==> src/rtl/reset_sequencer_pkg.sv <==
// Shared definitions for the staged reset sequencer: FSM state encoding,
// parameter limits and width helpers.
package reset_sequencer_pkg;

  typedef enum logic [1:0] {
    RS_HOLD = 2'd0,
    RS_RUN  = 2'd1,
    RS_DONE = 2'd2
  } rs_state_e;

  localparam int STAGES_MIN = 1;
  localparam int STAGES_MAX = 8;
  localparam int DELAY_MIN  = 1;
  localparam int DELAY_MAX  = 65535;
  localparam int SYNC_MIN   = 2;
  localparam int SYNC_MAX   = 4;

  // Counter/index widths never collapse to zero bits.
  function automatic int clog2_min1(input int v);
    return (v <= 2) ? 1 : $clog2(v);
  endfunction

  function automatic bit params_ok(input int stages, input int delay, input int sync);
    return (stages >= STAGES_MIN) && (stages <= STAGES_MAX) &&
           (delay  >= DELAY_MIN)  && (delay  <= DELAY_MAX)  &&
           (sync   >= SYNC_MIN)   && (sync   <= SYNC_MAX);
  endfunction

endpackage

==> src/rtl/reset_sync.sv <==
// Reset synchronizer: asynchronous assertion, deassertion after SYNC edges.
module reset_sync #(
  parameter int SYNC = 2
) (
  input  logic clk,
  input  logic resetn,
  output logic srst_n
);

  logic [SYNC-1:0] sync_q;
  logic [SYNC-1:0] sync_d;

  always_comb begin
    sync_d = {sync_q[SYNC-2:0], 1'b1};
  end

  always_ff @(posedge clk or negedge resetn) begin
    if (!resetn) begin
      sync_q <= '0;
    end else begin
      sync_q <= sync_d;
    end
  end

  assign srst_n = sync_q[SYNC-1];

endmodule

==> src/rtl/reset_sequencer.sv <==
// Staged reset-release controller: synchronizes the global reset, then
// releases STAGES active-low resets in order, DELAY cycles apart.
//
// state   | meaning
// RS_HOLD | synchronizer still asserting; first clean edge starts counting
// RS_RUN  | counting towards the next stage release
// RS_DONE | every stage released, waiting for a soft request
module reset_sequencer
  import reset_sequencer_pkg::*;
#(
  parameter int STAGES = 3,
  parameter int DELAY  = 16,
  parameter int SYNC   = 2
) (
  input  logic              clk,
  input  logic              resetn,
  input  logic              soft_req,
  output logic [STAGES-1:0] stage_rstn,
  output logic              done,
  output logic              busy
);

  localparam int CW = clog2_min1(DELAY);
  localparam int IW = clog2_min1(STAGES + 1);
  localparam logic [CW-1:0] CNT_LAST = CW'(DELAY - 1);
  localparam logic [IW-1:0] IDX_LAST = IW'(STAGES - 1);

  generate
    if (!params_ok(STAGES, DELAY, SYNC)) begin : g_param_err
      $error("reset_sequencer: STAGES/DELAY/SYNC outside legal range");
    end
  endgenerate

  logic srst_n;

  reset_sync #(.SYNC(SYNC)) u_reset_sync (
    .clk    (clk),
    .resetn (resetn),
    .srst_n (srst_n)
  );

  rs_state_e         state_q, state_d;
  logic [CW-1:0]     cnt_q, cnt_d;
  logic [IW-1:0]     idx_q, idx_d;
  logic [STAGES-1:0] stage_q, stage_d;
  logic              done_q, done_d;
  logic              busy_q, busy_d;
  logic              advance;
  logic              restart;

  always_comb begin
    advance = 1'b0;
    restart = 1'b0;
    state_d = state_q;
    cnt_d   = cnt_q;
    idx_d   = idx_q;
    stage_d = stage_q;
    done_d  = done_q;
    busy_d  = busy_q;

    // The hold edge is already the first counting edge, so a stage
    // releases exactly DELAY edges after the synchronizer lets go.
    case (state_q)
      RS_HOLD: advance = 1'b1;
      RS_RUN: begin
        if (soft_req) restart = 1'b1;
        else          advance = 1'b1;
      end
      RS_DONE: restart = soft_req;
      default: state_d = RS_HOLD;
    endcase

    if (restart) begin
      state_d = RS_RUN;
      cnt_d   = '0;
      idx_d   = '0;
      stage_d = '0;
      done_d  = 1'b0;
      busy_d  = 1'b1;
    end else if (advance) begin
      if (cnt_q == CNT_LAST) begin
        cnt_d = '0;
        idx_d = idx_q + 1'b1;
        for (int i = 0; i < STAGES; i++) begin
          stage_d[i] = stage_q[i] | (idx_q == IW'(i));
        end
        if (idx_q == IDX_LAST) begin
          state_d = RS_DONE;
          done_d  = 1'b1;
          busy_d  = 1'b0;
        end else begin
          state_d = RS_RUN;
        end
      end else begin
        cnt_d   = cnt_q + 1'b1;
        state_d = RS_RUN;
      end
    end
  end

  always_ff @(posedge clk or negedge srst_n) begin
    if (!srst_n) begin
      state_q <= RS_HOLD;
      cnt_q   <= '0;
      idx_q   <= '0;
      stage_q <= '0;
      done_q  <= 1'b0;
      busy_q  <= 1'b1;
    end else begin
      state_q <= state_d;
      cnt_q   <= cnt_d;
      idx_q   <= idx_d;
      stage_q <= stage_d;
      done_q  <= done_d;
      busy_q  <= busy_d;
    end
  end

  assign stage_rstn = stage_q;
  assign done       = done_q;
  assign busy       = busy_q;

endmodule

==> config.mk <==
export PLATFORM = sky130hd
export DESIGN_NAME = reset_sequencer
export DESIGN_NICKNAME = d
export VERILOG_FILES = /design/src/rtl/reset_sequencer_pkg.sv /design/src/rtl/reset_sync.sv /design/src/rtl/reset_sequencer.sv
export SDC_FILE = /design/constraint.sdc
export NUM_CORES = 1
export LEC_CHECK = 0
export CAP_MARGIN = 30
export CORE_MARGIN = 2
export CORE_UTILIZATION = 47
export DETAILED_ROUTE_END_ITERATION = 16
export GPL_ROUTABILITY_DRIVEN = 1
export GPL_TIMING_DRIVEN = 1
export PLACE_DENSITY_LB_ADDON = 0.08
export SETUP_SLACK_MARGIN = 0.3
export SYNTH_ARGS = -nofsm -noshare
export SYNTH_HDL_FRONTEND = slang
export SYNTH_SLANG_ARGS = --single-unit
==> constraint.sdc <==
create_clock -name clk -period 0.8 [get_ports clk]
set_input_delay 0.12 -clock clk [delete_from_list [all_inputs] [get_ports clk]]
set_output_delay 0.12 -clock clk [all_outputs]
set_load 0.05 [all_outputs]
# Yosys cells after proc, flatten, opt, wreduce, memory -nomap -nowiden

Cells that the tools add are included.

Flip-flop bits (word level): 15
Input bits: 3
Output and inout bits: 5
Logic and storage cells: 52

Add/subtract/negate cells: 2
Eq/ne operators: 6
Muxes and demuxes: 26
Bitwise logic cells: 3
Reductions and logical operators: 8

Operator list:

| operator                                                              | count |
|---|---|
| 2-bit two-way mux                                                     | 8 |
| 4-bit two-way mux                                                     | 3 |
| 1-bit two-way mux                                                     | 10 |
| 3-bit two-way mux                                                     | 3 |
| 2-bit nonzero test                                                    | 3 |
| 4-bit by 1-bit adder with 4-bit output, second input constant         | 1 |
| 2-bit by 1-bit equality test with 1-bit output, second input constant | 2 |
| 2-bit equality test, second input constant                            | 2 |
| 4-bit equality test, second input constant                            | 1 |
| 2-bit logical NOT                                                     | 2 |
| 1-bit one-hot mux with 2 select lines                                 | 2 |
| 3-bit by 1-bit != test with 1-bit output, second input constant       | 1 |
| 1-bit bitwise OR                                                      | 3 |
| 3-bit AND reduction                                                   | 1 |
| 3-bit OR reduction                                                    | 1 |
| 2-bit by 1-bit adder with 2-bit output, second input constant         | 1 |
| 2-bit AND reduction                                                   | 1 |

# Logic depth before layout (Yosys ltp)

Word-level depth: 5
Depth in mapped cells: 6
Depth with buffers taken out: 6

# Hierarchy

From an unflattened synthesis, not the netlist that was laid out.

Cells, all modules: 69
Area total of the unflattened synthesis: 715.7 sq um

By module, submodules not included:

| module          | times used | cells each | area each (sq um) | sequential area each (sq um) |
|---|---|---|---|---|
| reset_sequencer | 1          | 66         | 661.9             | 326.6 |
| reset_sync      | 1          | 3          | 53.8              | 50.0 |

# Least setup slack after synthesis

Ideal clock, no wire load.

Kind: flip-flop to flip-flop
Start: register state_q[1]
End: register cnt_q[3]
Setup time: 0.078 ns
Arrival: 1.290 ns
Required time: 0.722 ns
Slack: -0.568 ns
Stages on the path, launching flop included: 7
Buffers on the path: 0
Period minus slack after synthesis: 1.368 ns
Cells stage by stage: dfrtp_1 inv_1 ha_1 nor2b_2 o21ai_1 or3_1 a21oi_1

Longest elaborated chain between the ends: 3
Elaborated cells between the ends (all ways): 7
Those cells by class: 2 x eq/ne; 3 x mux; 2 x reduce/logical

Ends and longest elaborated chain:

| element                                                        | RTL line               | text |
|---|---|---|
| start: declaration                                             | reset_sequencer.sv:42  | `rs_state_e state_q, state_d;` |
| start signal: assignment                                       | reset_sequencer.sv:110 | `state_q <= state_d;` |
| 2-bit equality test (tied with other cells)                    | reset_sequencer.sv:63  | `case (state_q)` |
| 1-bit one-hot mux with 2 select lines                          | reset_sequencer.sv:63  |  |
| 4-bit two-way mux / 2-bit nonzero test (equally long branches) | --                     |  |
| end signal: assignment                                         | reset_sequencer.sv:111 | `cnt_q <= cnt_d;` |
| end: declaration                                               | reset_sequencer.sv:43  | `logic [CW-1:0] cnt_q, cnt_d;` |

Parallel ways exist; a longest one is shown, timed or not.
A chain may end at the register's enable or synchronous reset.

# Final worst setup path

Start: register state_q[1]
End: register state_q[0]

Longest elaborated chain between the ends: 4
Elaborated cells between the ends (all ways): 9
Those cells by class: 3 x eq/ne; 4 x mux; 2 x reduce/logical

Ends and longest elaborated chain:

| element                                                                                    | RTL line              | text |
|---|---|---|
| 2-bit by 1-bit equality test with 1-bit output / 2-bit logical NOT (equally long branches) | reset_sequencer.sv:63 |  |
| 1-bit one-hot mux with 2 select lines                                                      | reset_sequencer.sv:63 |  |
| 2-bit two-way mux                                                                          | reset_sequencer.sv:80 | `end else if (advance) begin` |
| 2-bit two-way mux                                                                          | reset_sequencer.sv:73 | `if (restart) begin` |

Parallel ways exist; a longest one is shown, timed or not.

==> impl_metrics.toml <==
[power_and_ir_drop]
pwr_density_cell_mw_per_mm2 = 1337
power.combinational.fraction_pct = 18.5
intPower_w = 0.001124
switching_share_pct = 26.20
seq_power_share_pct = 52.5
p_clk_share_pct = 29.1
netSwitchingPower_w = 0.0003988
leakage_nw = 0.5127
power.ir.vdd_worst_mv = 1.291
post-layout-total-power_w = 0.001522

[placement]
port_buffers = 7
detailed_placement_wirelength_estimate_um = 989.7
gp_routability_congestion = 0.7883
dp_worst_setup_slack_ps = -621.0
placement.cell_area_sq_mm = 0.001021

[floorplanning]
num_rows = 14
floorplan.die.width_um = 43.06
start_util_pct = 48.72
core_region_area_sq_mm = 0.001471
io-pin-count = 8
die_y_um = 43.06
die_area_sq_mm = 0.001854

[run]
maxCapViolCount = 0

[synth]
synth_mux_area_share_pct = 0
synth-warning-count = 0
synth-xor-area-share_pct = 2.443
syn_area_sq_um = 716.9
yosysSeqAreaShare_pct = 52.53
syn-instance-count = 70
synth_top_cells_by_area = "sky130_fd_sc_hd__dfrtp_1 (49%), sky130_fd_sc_hd__ha_1 (10%), sky130_fd_sc_hd__a21oi_1 (7.0%), sky130_fd_sc_hd__dfstp_2 (3.7%), sky130_fd_sc_hd__inv_1 (3.7%)"
postSynthAreaPerCell_sq_um = 10.24
synthDominantAreaCellType = "sky130_fd_sc_hd__dfrtp_1"
yosysUniqueCellTypes = 24
compound_cell_area_share_of_the_yosys_netlist_pct = 17.98
synth_seq_cells = 15
synth_top_family_by_area = "compound AO/OA/AOI/OAI gates"
synth-adder-area-share_pct = 10.47
synth_top_area_share_pct = 48.87
yosys.area_share.simple_pct = 11.87
syn-num-nets = 79

[route]
routed_wl_um = 1567
detailedRoute.firstIterationViolations = 7
vias = 566
postRouteAntennaNets = 0
route.detailed.vias_per_inst = 4.879
dr.pass1.iters = 4
drc = 0
post_drt_wl_per_cell_um = 13.51

[min_path]
hp-class = "primary input to async pin"

[clocking]
cts_max_level = 1
numCtsBuffers = 3
clk_latency_ps = 280
clk_pin_slew_worst_paths_ps = 90
cts-root-buf = "sky130_fd_sc_hd__clkbuf_4"
cts_max_path_buffers = 2
tritoncts = "built"
numClockSinks = 15

[layout]
share_of_layout_cells_above_drive_strength_1_pct = 55.00
final_cell_area_sq_mm = 0.001139
syn2layout_area_growth_pct = 58.81
fillerInstances = 101
antenna_cells_inserted = 0
final_net_count = 110
layout.core_utilization_pct = 77.38

[sta]
fin_worst_skew_ps = 2.530
final_hold_viol_count = 2
fin_worst_hold_slack_ps = -16.61
slew_viol_final = 0
post-route-period-util_pct = 175.8
rsz0062_at_grt = "true"
fin_ws_ps = -606.3
maxClockFrequency_ghz = 0.7111
setup_violations = 18
timing.final.crit_period_ps = 1406

[critical_path]
critical_path.cell_chain = "inv_2 -> ha_4 -> nor2b_4 -> buf_4 -> nor2_4 -> a21boi_1 -> o221ai_1"
crit_path_max_fanout = 3
timing.rr.start = "state_q[1]$_DFFE_PN0P_"
startpoint_type_of_the_worst_setup_path = "register"
timing.critical_path.required_ps = 960
arrival_ps = 1570
setup.worst_path.start = "state_q[1]$_DFFE_PN0P_"
worst-r2r-setup-slack_ps = -610
crit_path_end_kind = "register"
worstSetupPathType = "register to register"
critical-path-slowest-cell = "sky130_fd_sc_hd__dfrtp_1"
critPathMaxStageDelay_ps = 400

[global_routing]
global_route_wire_length_before_repair_um = 2518
grt_remaining_overflow = 0
grt.total_usage_pct = 19.07
maximum_number_of_pins_on_one_net_before_global_route_repair = 14
antenna_violations_before_repair = 0
number_of_global_route_vias_before_repair = 617

[outcome]
failed_checks = "negative hold slack, negative setup slack"
status = "finished with violations"
-- repair_timing --
item / CTS / global route
endpoints found under the hold margin: 2 / 2
buffers inserted: 1 / 4
setup endpoints to repair: 18 / 18
resized for setup: 6 / 8
pin swaps: 5 / 2
-- metrics by stage --
| stage | instances | hold WS [ps] | TNS, ps |
|---|---|---|---|
| 2_1_floorplan | 70 | -175.6 | -5832 |
| 3_5_place_dp | 107 | 169.0 | -7095 |
| 4_1_cts | 112 | -16.84 | -7884 |
| 6_report | 116 | -16.61 | -8446 |
| 3_3_place_gp | 107 | 165.6 | -6694 |
| 5_1_grt | 116 | -25.86 | -9324 |
-- final cells by class --
type                       count  area [sq um]  area share, %
tap                           16         20.02          1.758
multi-input combinational     47         410.4          36.04
inverter                       7         26.28          2.308
timing repair buffer          27         274.0          24.07
sequential                    15         381.6          33.52
clock buffer                   4         26.28          2.308
-- critical path, delay by kind of cell, from the launching register on --
kind | cells | cell delay [ps]
DFF | 1 | 400
AOI/OAI and AO/OA | 2 | 290
buffers and inverters | 2 | 230
and+or+nand+nor | 2 | 210
adders and majority gates | 1 | 150
-- per-layer routing --
| metal | GRT usage, % | vias up | wire (um) |
|---|---|---|---|
| li1 | - | 293 | - |
| met1 | 22.65 | 264 | 671 |
| met2 | 30.61 | 7 | 824 |
| met3 | 6.809 | 2 | 59 |
| met4 | 9.091 | 0 | 11 |
| met5 | 0 | - | 0 |
-- power groups by stage --
stage	clock [W]	combinational, W	sequential [W]
after floorplan	0	0.000129	0.000827
after global placement	0	0.000223	0.000813
after detailed placement	0	0.000226	0.000814
after CTS	0.000456	0.000235	0.000799
after global routing	0.000481	0.000311	0.000802
final	0.000442	0.000281	0.000799
-- flip-flops by register name, summed over array words and instances (netlist names) --
signal	flops
state_q	2
stage_rstn	3
u_reset_sync.sync_q	2
cnt_q	4
idx_q	2
busy	1
done	1
-- logic make-up (layout without fill, tap and decap cells) --
group / after synthesis / count (layout)
compound gates: 20 / 20
xor+xnor: 2 / 2
fa+ha+maj: 6 / 6
buf+inv: 8 / 38
flops: 15 / 15
other cells: 1 / 1
simple gates: 18 / 18
-- path summary, 6_finish.rpt --
| check | to | cells past startpoint |
|---|---|---|
| setup reg to reg | state_q[0]$_DFFE_PN0P_ | 7 |
| hold / removal | u_reset_sync.sync_q[0]$_DFF_PN0_ | 1 |
| hold reg to reg | idx_q[0]$_DFFE_PN0P_ | 1 |
| min in group clk | u_reset_sync.sync_q[1]$_DFF_PN0_ | 0 |
| max in group asynchronous | busy$_DFFE_PN1P_ | 1 |
| setup / recovery | state_q[0]$_DFFE_PN0P_ | 7 |
-- layout by cell type (no fill, tap or decap), types with 3 or more instances in the layout --
| cell | instances |
|---|---|
| sky130_fd_sc_hd__dfrtp_1 | 10 |
| sky130_fd_sc_hd__clkbuf_4 | 3 |
| sky130_fd_sc_hd__inv_2 | 3 |
| sky130_fd_sc_hd__buf_4 | 19 |
| sky130_fd_sc_hd__inv_1 | 4 |
| sky130_fd_sc_hd__ha_1 | 3 |
| sky130_fd_sc_hd__nor2_1 | 5 |
| sky130_fd_sc_hd__a21oi_1 | 4 |
| sky130_fd_sc_hd__buf_12 | 5 |
| sky130_fd_sc_hd__dfrtp_2 | 4 |
| sky130_fd_sc_hd__nand2_1 | 5 |
| sky130_fd_sc_hd__a21oi_2 | 6 |
-- synthesized netlist by cell type --
library cell / n
sky130_fd_sc_hd__ha_1: 6
sky130_fd_sc_hd__nand2_1: 6
sky130_fd_sc_hd__nor2b_2: 1
sky130_fd_sc_hd__a22o_1: 1
sky130_fd_sc_hd__a21o_1: 1
sky130_fd_sc_hd__a21boi_1: 1
sky130_fd_sc_hd__nand2b_1: 2
sky130_fd_sc_hd__conb_1: 1
sky130_fd_sc_hd__and3_1: 1
sky130_fd_sc_hd__or3_1: 1
sky130_fd_sc_hd__o21ai_0: 1
sky130_fd_sc_hd__o21ai_1: 3
sky130_fd_sc_hd__clkbuf_1: 1
sky130_fd_sc_hd__a21oi_1: 10
sky130_fd_sc_hd__xor2_1: 1
sky130_fd_sc_hd__nor2_1: 6
sky130_fd_sc_hd__dfrtp_1: 14
sky130_fd_sc_hd__inv_1: 7
sky130_fd_sc_hd__a211oi_1: 1
sky130_fd_sc_hd__o221ai_1: 1
sky130_fd_sc_hd__and2_1: 1
sky130_fd_sc_hd__a21boi_4: 1
sky130_fd_sc_hd__xnor2_1: 1
sky130_fd_sc_hd__dfstp_2: 1
Power figures use the tool's default switching activity.
